`src/rtl/addrc_controller.sv`:
```
// addrc_controller: round/slice sequencer for the ADDRC datapath (64 slices, 24 rounds).
// Define ADDRC_CTRL_PIPE_EN to stream one slice per cycle while in OUT.
module addrc_controller (
    input  logic       clk,
    input  logic       rst,
    input  logic       start,
    input  logic [4:0] roundIn,
    input  logic       inValid,
    input  logic       outReady,
    input  logic       sliceCntCo,
    output logic       ready,
    output logic       inReady,
    output logic       outValid,
    output logic       done,
    output logic       err,
    output logic [4:0] cycleNum,
    output logic       sliceCntEn,
    output logic       sliceCntClr,
    output logic       ldReg,
    output logic       clrReg
);
    typedef enum logic [2:0] {IDLE, INIT, WAIT_IN, OUT, DONE} stateT;
    stateT state, nxt;
    logic inReadyQ, startOk, stream;
    always_comb startOk = start && (roundIn < 5'd24);
`ifdef ADDRC_CTRL_PIPE_EN
    always_comb stream = (state == OUT) && outReady && inValid && !sliceCntCo;
`else
    always_comb stream = 1'b0;
`endif
    always_comb begin
        nxt = state;
        case (state)
            IDLE:    nxt = startOk ? INIT : IDLE;
            INIT:    nxt = WAIT_IN;
            WAIT_IN: nxt = inValid ? OUT : WAIT_IN;
            OUT:     nxt = (!outReady || stream) ? OUT : (sliceCntCo ? DONE : WAIT_IN);
            default: nxt = IDLE;
        endcase
    end
    // Handshake-dependent controls are Mealy; everything else is registered from nxt
    always_comb begin
        ldReg      = ((state == WAIT_IN) && inValid) || stream;
        sliceCntEn = (state == OUT) && outReady;
        inReady    = inReadyQ || stream;
        err        = (state == IDLE) && start && !startOk;
    end
    always_ff @(posedge clk) begin
        if (rst) begin
            state       <= IDLE;
            cycleNum    <= 5'd0;
            ready       <= 1'b1;
            inReadyQ    <= 1'b0;
            outValid    <= 1'b0;
            sliceCntClr <= 1'b0;
            clrReg      <= 1'b0;
            done        <= 1'b0;
        end else begin
            state       <= nxt;
            cycleNum    <= (state == IDLE && startOk) ? roundIn : cycleNum;
            ready       <= nxt == IDLE;
            inReadyQ    <= nxt == WAIT_IN;
            outValid    <= nxt == OUT;
            sliceCntClr <= nxt == INIT;
            clrReg      <= nxt == INIT;
            done        <= nxt == DONE;
        end
    end
endmodule
```
`config.mk`:
```
export PLATFORM = sky130hd
export DESIGN_NAME = addrc_controller
export DESIGN_NICKNAME = d
export VERILOG_FILES = /design/src/rtl/addrc_controller.sv
export SDC_FILE = /design/constraint.sdc
export NUM_CORES = 1
export LEC_CHECK = 0
export CAP_MARGIN = 10
export CORE_MARGIN = 5
export CORE_UTILIZATION = 38
export DETAILED_ROUTE_END_ITERATION = 6
export PLACE_DENSITY = 0.74
export SYNTH_ARGS = -nofsm -noshare
export SYNTH_HDL_FRONTEND = slang
export SYNTH_SLANG_ARGS = --single-unit
export TNS_END_PERCENT = 100
```
`constraint.sdc`:
```
create_clock -name clk -period 1.9 [get_ports clk]
set_clock_uncertainty 0.15 [all_clocks]
set_input_delay 0.38 -clock clk [delete_from_list [all_inputs] [get_ports clk]]
set_output_delay 0.38 -clock clk [all_outputs]
set_load 0.05 [all_outputs]
```
==> results.toml <==
[worst_setup_path]
startpoint_type = "flop"
worstPathArrival_ns = 1.41
required_ns = 1.37
worstPathMaxFanout = 2
crit_type = "reg2out"
critPathSlowestCell = "or4b_4"
path_cells = "or4b_4 > nor2_4 > buf_12"
cp-end-kind = "output pin"
max_stage_delay_ns = 0.56

[synth]
ys.flop_type = "dfxtp_1"
yosysMostFrequentCell = "dfxtp_1"
synth_area_leaders = "dfxtp_1, a21bo_1, a21oi_1"
syn_nets = 66
synth_area_leader_cell = "dfxtp_1"
synth_edf_count = 0
synth-seq-cells = 13
synth-seq-area-share_pct = 47.5
syn_area_per_cell_um2 = 9.96
async_flop_share_pct = 0
synth_area_um2 = 548
ys_top_cells_by_count = "dfxtp_1, a21oi_1, nor2_1"
yosys.area.top_type_share_pct = 47.5
synth_cells = 55
yosysWarnings = 0
synth_cell_types = 23

[die]
core_um2 = 1330
die_w_um = 48.0
die_area_um2 = 2300
die_h_um = 48.0
io_pins = 25
placementRows = 13
start_util_pct = 41.1

[detailed_routing]
antenna_left = 0
num_vias = 514
wire_per_inst_um = 13.0
wl_mm = 1.34
drc = 0
drt_pass1_iterations = 2
drtIter0Drc = 3
via_per_inst = 4.99

[status]
violations = "negative setup slack"
status = "finished with violations"

[cts]
post_cts_buffers = 0
cts_max_path_buffers = 2
clock_sinks = 13
clkTransAtPathRegs_ns = 0.08
cts_buffers = 3
cts_hold_buffers = 0
cts_tree = "built"
clk_latency_ns = 0.27
htree_levels = 1
root_buffer = "clkbuf_4"

[pwr]
pwr-share-comb_pct = 31.6
switchingPower_mw = 0.219
pwr_density_cell_nw_per_um2 = 765
seq_power_share_pct = 43.8
power.internal_mw = 0.462
sw_frac_of_total_pct = 32.2
irDropWorstVdd_mv = 0.491
power_frac_clock_pct = 24.6
p_leak_nw = 0.375

[finish]
final_nets = 100
synthToLayoutAreaGrowth_pct = 62.6
ff_latch_area_um2 = 263
final_cell_area_um2 = 891
multi_input_comb_area_um2 = 274
fill_cells = 117
antennaDiodeCount = 0
layout-drive-gt1-share_pct = 42.0

[sta]
setup_ws_ns = -0.0415
max_freq_mhz = 515
rsz0062_at_grt = "true"
relSlewSlack_pct = 79.4
tightest_slew_ns = 0.309
min_period_over_period_pct = 102
final-setup-viol-count = 1
slew_violations = 0
hold_violations = 0
min_period_ns = 1.94

[placed_design]
dpl_worst_slack_ns = -0.258
post-dp-hpwl_mm = 1.05
portBuffers = 24
gp_congestion = 0.805
place_area_um2 = 858

[global_routing]
grt-ovfl-total = 0
track_usage_pct = 12.8
antenna_found_initial = 0
grt_pass1_vias = 429
grt_first_pass_wirelength_mm = 1.97
grt_max_degree = 10

[min_path]
holdCritPathClass = "reg2reg"

[job]
cap_violations = 0
[cell type report]
cell class              count  area share, %
flip-flops and latches     13           29.5
clock buffers               4           2.95
multi-input cells          37           30.8
inverters                   2          0.843
well taps                  15           2.11
repair buffers             32           33.8
[registers in the layout, summed over array words and instances (netlist names)]
signal,cells
cycleNum,5
state,3
clrReg,1
done,1
inReady,1
outValid,1
ready,1
[power by group through the flow]
stage | sequential, mW | combinational, mW | clock, mW
floorplan | 0.356 | 0.0797 | 0
global placement | 0.304 | 0.212 | 0
detailed placement | 0.305 | 0.216 | 0
CTS | 0.298 | 0.215 | 0.176
global route | 0.300 | 0.228 | 0.185
finish | 0.299 | 0.215 | 0.168
[path summary, 6_finish.rpt]
path / depth (start not counted) / end / from / slack, ns
setup / recovery: 3 / err / state[1]$_SDFF_PP0_ / -0.04
hold / removal: 1 / cycleNum[3]$_SDFFE_PP0P_ / cycleNum[3]$_SDFFE_PP0P_ / 0.33
setup reg to reg: 4 / ready$_SDFF_PP1_ / state[1]$_SDFF_PP0_ / 0.38
hold reg to reg: 1 / cycleNum[3]$_SDFFE_PP0P_ / cycleNum[3]$_SDFFE_PP0P_ / 0.33
[per-stage QoR]
step	TNS (ns)	utilization [%]	cells	hold slack [ns]	total power [mW]
floorplan	0	-	55	0.377	0.435
global placement	-0.460	64.4	99	0.312	0.517
detailed placement	-0.554	64.4	99	0.318	0.520
CTS	-0.0566	66.3	103	0.338	0.689
global route	-0.0889	66.8	103	0.379	0.713
finish	-0.0415	66.8	103	0.334	0.682
[placed cells by master (no fill, tap or decap), types with 3 or more instances in the layout]
cell type         n
dfxtp_1          11
a21bo_1           3
nand2b_1          3
a21oi_1           6
nor2_2            3
buf_12            3
nand3_1           3
clkdlybuf4s50_1   9
buf_4            19
clkbuf_4          3
nand2_1           3
[what timing repair did]
item | 4_1_cts | 5_1_grt
gates cloned | 0 | 0
endpoints found under the setup margin | 1 | 3
resized for setup | 2 | 3
pin swaps | 1 | 0
[critical path, delay by kind of cell (launching register included)]
kind | cells | cell delay, ns
buffers and inverters | 1 | 0.14
flip-flops | 1 | 0.33
AND/OR/NAND/NOR | 2 | 0.68
[layer usage]
layer,vias up,track usage [%],part of all wire [%]
li1,265,-,-
met1,233,17.6,47
met2,14,16.6,44
met3,2,3.38,6.6
met4,0,9.68,2.0
met5,-,0,0
[kinds of logic (layout without fill, tap and decap cells)]
group                  count (synthesis)  after routing  synth area share [%]
buffers and inverters                  5             38                  4.79
AO/OA/AOI/OAI                         15             15                  19.9
flip-flops                            13             13                  47.5
AND/OR/NAND/NOR                       22             22                  27.9
Note: power is estimated with default switching activity, not from simulation.
